===== config.mk =====
export PLATFORM = sky130hd
export DESIGN_NAME = dcache_wt_responder
export DESIGN_NICKNAME = d
export VERILOG_FILES = /design/src/rtl/dcache_wt_responder.sv
export SDC_FILE = /design/constraint.sdc
export NUM_CORES = 1
export LEC_CHECK = 0
export ABC_AREA = 1
export BUFFER_PORTS_ARGS = -buffer_cell sky130_fd_sc_hd__buf_2
export CORE_MARGIN = 2
export CORE_UTILIZATION = 41
export DETAILED_ROUTE_END_ITERATION = 10
export GPL_TIMING_DRIVEN = 0
export PLACE_DENSITY = 0.65
export SLEW_MARGIN = 20
export SYNTH_ARGS = -nofsm -noshare
export SYNTH_HDL_FRONTEND = slang
export SYNTH_SLANG_ARGS = --single-unit

===== constraint.sdc =====
create_clock -name clk -period 9 [get_ports clk]
set_clock_uncertainty 0.2 [all_clocks]
set_input_delay 0.9 -clock clk [delete_from_list [all_inputs] [get_ports clk]]
set_output_delay 0.9 -clock clk [all_outputs]
set_load 0.01 [all_outputs]

===== src/rtl/dcache_wt_responder.sv =====
// dcache_wt_responder: direct-mapped, one-word-per-line, write-through,
// no-write-allocate data cache sitting between the CPU memory stage and a
// single-word physical-memory port.
//
// Ports
//   clk, rst                 clock, synchronous active-high reset
//   data_read/data_write     CPU request strobes, held until data_resp
//   data_mbe/addr/wdata      CPU byte enables, byte address, aligned write data
//   data_resp/data_rdata     one-cycle completion pulse and read word
//   pmem_read/pmem_write     memory request strobes, held until pmem_resp
//   pmem_mbe/addr/wdata      memory byte enables, word address, write data
//   pmem_resp/pmem_rdata     memory completion pulse and read word
//
// Optional feature macro: DCACHE_PERF_EN adds perf_hits/perf_misses counters.
module dcache_wt_responder #(
  parameter int unsigned IDX_BITS = 4
) (
  input  logic        clk,
  input  logic        rst,
  input  logic        data_read,
  input  logic        data_write,
  input  logic [3:0]  data_mbe,
  input  logic [31:0] data_addr,
  input  logic [31:0] data_wdata,
  output logic        data_resp,
  output logic [31:0] data_rdata,
  output logic        pmem_read,
  output logic        pmem_write,
  output logic [3:0]  pmem_mbe,
  output logic [31:0] pmem_addr,
  output logic [31:0] pmem_wdata,
  input  logic        pmem_resp,
  input  logic [31:0] pmem_rdata
`ifdef DCACHE_PERF_EN
  ,
  output logic [31:0] perf_hits,
  output logic [31:0] perf_misses
`endif
);

  localparam int unsigned LINES = 1 << IDX_BITS;
  localparam int unsigned TAG_W = 30 - IDX_BITS;

  typedef enum logic [1:0] {
    IDLE  = 2'd0,
    FILL  = 2'd1,
    WRITE = 2'd2,
    RESP  = 2'd3
  } state_e;

  state_e state_q, state_d;

  logic [LINES-1:0] valid_q;
  logic [TAG_W-1:0] tag_q  [LINES];
  logic [31:0]      data_q [LINES];
  logic [31:0]      data_rdata_q, data_rdata_d;
  logic             rdata_we;

  logic [IDX_BITS-1:0] idx;
  logic [TAG_W-1:0]    tag;
  logic                hit;
  logic [31:0]         merged_word;
  logic                line_we;
  logic [31:0]         line_wdata;
  logic                unused_addr_lsb;

  // Address decode; the byte offset plays no part in the lookup.
  assign idx             = data_addr[IDX_BITS+1:2];
  assign tag             = data_addr[31:IDX_BITS+2];
  assign unused_addr_lsb = ^data_addr[1:0];
  assign hit             = valid_q[idx] && (tag_q[idx] == tag);

  // Byte-enable merge of CPU write data into the cached word.
  always_comb begin
    for (int b = 0; b < 4; b++) begin
      merged_word[8*b +: 8] = data_mbe[b] ? data_wdata[8*b +: 8]
                                          : data_q[idx][8*b +: 8];
    end
  end

  // Moore strobes decoded from the state register only.
  assign data_resp  = (state_q == RESP);
  assign pmem_read  = (state_q == FILL);
  assign pmem_write = (state_q == WRITE);
  assign data_rdata = data_rdata_q;

  // Memory request payload follows the CPU inputs, which are held stable.
  assign pmem_addr  = {data_addr[31:2], 2'b00};
  assign pmem_wdata = data_wdata;
  assign pmem_mbe   = (state_q == WRITE) ? data_mbe : 4'hF;

  // Next-state and array update decode.
  always_comb begin
    state_d      = state_q;
    line_we      = 1'b0;
    line_wdata   = data_q[idx];
    rdata_we     = 1'b0;
    data_rdata_d = data_rdata_q;
    case (state_q)
      IDLE: begin
        // A simultaneous read and write is serviced as a write.
        if (data_write) begin
          state_d = WRITE;
        end else if (data_read) begin
          if (hit) begin
            state_d      = RESP;
            rdata_we     = 1'b1;
            data_rdata_d = data_q[idx];
          end else begin
            state_d = FILL;
          end
        end
      end
      FILL: begin
        if (pmem_resp) begin
          line_we      = 1'b1;
          line_wdata   = pmem_rdata;
          rdata_we     = 1'b1;
          data_rdata_d = pmem_rdata;
          state_d      = RESP;
        end
      end
      WRITE: begin
        if (pmem_resp) begin
          // Write-through with no allocate: only an already-present line is updated.
          if (hit) begin
            line_we    = 1'b1;
            line_wdata = merged_word;
          end
          state_d = RESP;
        end
      end
      RESP: begin
        state_d = IDLE;
      end
      default: begin
        state_d = IDLE;
      end
    endcase
  end

  // State, valid bits and read-data register.
  always_ff @(posedge clk) begin
    if (rst) begin
      state_q      <= IDLE;
      valid_q      <= '0;
      data_rdata_q <= '0;
    end else begin
      state_q <= state_d;
      if (line_we) begin
        valid_q[idx] <= 1'b1;
      end
      if (rdata_we) begin
        data_rdata_q <= data_rdata_d;
      end
    end
  end

  // Tag and data arrays need no reset; the valid vector qualifies them.
  always_ff @(posedge clk) begin
    if (!rst && line_we) begin
      tag_q[idx]  <= tag;
      data_q[idx] <= line_wdata;
    end
  end

`ifdef DCACHE_PERF_EN
  logic        hit_evt;
  logic        miss_evt;
  logic [31:0] perf_hits_q;
  logic [31:0] perf_misses_q;

  // Events mirror the IDLE->RESP (read hit) and IDLE->FILL transitions.
  assign hit_evt  = (state_q == IDLE) && !data_write && data_read && hit;
  assign miss_evt = (state_q == IDLE) && !data_write && data_read && !hit;

  always_ff @(posedge clk) begin
    if (rst) begin
      perf_hits_q   <= '0;
      perf_misses_q <= '0;
    end else begin
      if (hit_evt) begin
        perf_hits_q <= perf_hits_q + 32'd1;
      end
      if (miss_evt) begin
        perf_misses_q <= perf_misses_q + 32'd1;
      end
    end
  end

  assign perf_hits   = perf_hits_q;
  assign perf_misses = perf_misses_q;
`endif

endmodule


==> results.md <==
* Run status: completed
* Footprint of the flip-flops and latches at 28870 µm²
* Clock sink total at 978
* Total core area at 98710 µm²
* Number of buffers created by CTS at 98
* Reg-to-Reg End: tag_q[1][13]$_DFFE_PP_
* TritonCTS clock tree: yes
* Max Buffers Root-to-Sink at 3
* Growth of design area from synthesis to finish at 17.89%
* Iter 0 DRT Violations at 3610
* Total of fill cells in the finished design at 8663
* Vias in the first global route at 27946
* Chip height at 319.9 µm
* Die width at 319.9 µm
* IR drop worst, VDD at 164.7 µV
* Highest clock frequency the design can meet at 170.6 MHz
* Post-CTS Setup Inserts at 0
* Capturing instance or port of the critical path: tag_q[1][13]$_DFFE_PP_
* Commonest cells after routing, fill and taps aside: nand2_1, edfxtp_1, a22oi_1
* Detailed-route DRC error count at 0
* Final worst path period need at 5863 ps
* Count of port buffers added during placement at 201
* Cells after Synth at 3667
* CP arrival at 6030 ps
* RSZ-0062 raised after global routing: false
* Post-route clock period utilization at 65.14%
* Total Die Area at 102300 µm²
* Largest area contributor in the netlist: edfxtp_1
* Buffer type at the clock tree root: clkbuf_16
* Number of different library cells in the post-synthesis netlist at 29
* Max capacitance violation total at 0
* Cell type of the slowest stage on the worst timing path: nor2_1
* Final-stage net count at 4135
* Area of the multi-input gates at 10450 µm²
* Vias at 29179
* Post-CTS resize count at 0
* Post-Syn Area at 40910 µm²
* Maximum number of pins on one net before global-route repair at 42
* Source of the critical timing path: data_addr[4]
* Path class of the lowest-slack min-delay path: reg -> reg
* CTS clock-pin slew for the worst setup and hold paths at 60 ps
* Non-filler cells, final at 5396
* Placed cell count at 5213
* Crit Reg-Reg Startpoint: tag_q[3][1]$_DFFE_PP_
* Most frequent standard cell in the layout excluding fill and tap cells: nand2_1
* Hold-fix buffers, CTS at 0
* PwrDens at 239.2 nW/µm²
* Via density per instance at 5.408
* Area contributors post-synth: edfxtp_1, nand2_1, a22oi_1
* Number of endpoints failing setup at the final stage at 0
* Top cell by count, worst path: nand2_1
* Sequential share of the synthesized area at 70.56%
* Mapped Avg Cell Area at 11.16 µm²
* Startpoint class of the critical path: input port
* Final total power at 0.01154 W
* Final-report hold violation count at 0
* Count of warnings emitted by yosys at 0
* Number of cells on the worst reg-to-reg path at 21
* Worst Hold Margin at 262.4 ps
* Remaining number of nets flagged by the antenna check after routing at 0
* Final routed wire length divided by cell count at 22.98 µm
* Last weighted congestion value of the routability-driven placer at 0.9339
* Antenna violations before repair at 4
* Total number of placement rows at 115
* Routed wire length at 124000 µm
* Number of search-and-repair iterations in the first detailed-routing pass at 6
* Number of synthesized register bits at 978
* Delay of the slowest cell on the worst path at 700 ps
* Top cell type's share of synthesized area at 68.11%
* Max_slew headroom at 24.17%
* Reg2reg setup slack at 4080 ps
* Layout cells sized above 1 at 14.22%
* Leakage Power at 18.71 nW
* Worst Path Required at 9160 ps
* Clock latency on the worst-skew pair at 690 ps
* Slew at the pin closest to its max-slew limit at 1137 ps
* Total gr overflow at 0
* Setup crit end kind: flip-flop
* Maximum fanout along the worst path at 17
* Final slew viol count at 0
* Type of the worst setup path: in -> reg
* Setup TNS after final layout at 0 ps
* Cell Chain, Critical Path: buf_2 > nor2_1 > clkbuf_1 > nand2_1 > nand2_1 > nor2_1 > nand2_1 > nand2_1 > nor2_1 > nand2_1 > nor2_1 > nand2_1 > nor2_2 > nand2_1 > nand2_1 > nand2_2 > buf_4 > nor2_4 > buf_12 > buf_16 > buf_16
* Total routing usage reported by global routing at 23.78%
* Effective utilization at floorplan at 41.45%
* Number of H-tree levels at 3
* First-pass GRT wire length at 180100 µm
* Estimated wirelength of the detail-placed design at 84860 µm
* I/O pins at 208
-- critical path, delay by kind of cell --
kind | cells | cell delay [ps]
buf+inv | 6 | 1670
simple gates | 15 | 3400
-- layer usage --
| layer | vias to the layer above | GRT usage (%) | share of wire, % |
|---|---|---|---|
| met5 | - | 0 | 0 |
| li1 | 13345 | - | - |
| met1 | 14071 | 31.76 | 40 |
| met2 | 1507 | 38.86 | 47 |
| met3 | 256 | 4.870 | 9.7 |
| met4 | 0 | 7.898 | 3.2 |
-- cell type report --
class,count,area share (%)
flip-flops and latches,978,59.85
multi-input cells,2294,21.66
clock buffers,121,5.390
repair buffers,258,4.890
well taps,1287,3.339
plain buffers,252,2.651
inverters,144,1.131
clock inverters,60,1.077
diodes,2,0.01038
-- power by group --
group          total, W  switching, W  internal (W)
Combinational   0.00191       0.00147      0.000445
Clock           0.00399       0.00175       0.00224
Sequential      0.00563     0.0000397       0.00560
Total            0.0115       0.00326       0.00828
-- through the flow --
| step | utilization [%] | area (µm²) | worst slack (ps) |
|---|---|---|---|
| 2_1_floorplan | - | 40920 | 3174 |
| 3_3_place_gp | 44.10 | 43530 | -2011 |
| 3_5_place_dp | 45.65 | 45060 | 2695 |
| 4_1_cts | 48.81 | 48180 | 3383 |
| 5_1_grt | 48.86 | 48230 | 3029 |
| 6_report | 48.87 | 48230 | 3137 |
-- Yosys cell counts --
library cell	n
o21ai_0	58
edfxtp_1	928
a22oi_1	256
a211oi_1	2
inv_1	130
nor2_1	193
buf_6	2
nand2_2	4
and2_1	1
nand3_1	99
buf_1	29
clkinv_1	9
o22ai_2	6
clkbuf_1	101
nand4_1	35
buf_4	67
nor2_2	3
o22ai_1	1
o21bai_1	7
inv_2	5
ha_1	4
dfxtp_1	50
a21oi_1	36
o21ai_1	17
a221oi_1	32
buf_2	53
conb_1	1
nand2_1	1534
nor3_1	4
-- registers in the layout, summed over array words and instances, names as in the netlist --
signal      count
tag_q         416
data_rdata     32
data_q        512
state_q         2
valid_q        16
-- how the worst min path moves through the flow --
stage                             start                       end  slack (ps)  cells past startpoint
4_1_cts         valid_q[0]$_SDFFE_PP0P_   valid_q[0]$_SDFFE_PP0P_         260                      2
6_report        valid_q[0]$_SDFFE_PP0P_   valid_q[0]$_SDFFE_PP0P_         260                      2
2_1_floorplan  valid_q[12]$_SDFFE_PP0P_  valid_q[12]$_SDFFE_PP0P_         220                      2
3_5_place_dp    valid_q[4]$_SDFFE_PP0P_   valid_q[4]$_SDFFE_PP0P_         250                      2
3_3_place_gp    valid_q[4]$_SDFFE_PP0P_   valid_q[4]$_SDFFE_PP0P_         240                      2
5_1_grt         valid_q[6]$_SDFFE_PP0P_   valid_q[6]$_SDFFE_PP0P_         290                      2
-- cell families after synthesis --
kind of cell,Yosys count,synth area share [%]
buffers and inverters,396,4.446
flip-flops,978,70.56
other,1,0.009166
AND/OR/NAND/NOR,1873,17.76
AO/OA/AOI/OAI,415,7.104
adder cells (fa/ha/maj),4,0.1223
No activity file was read; power rests on OpenSTA's default activity.
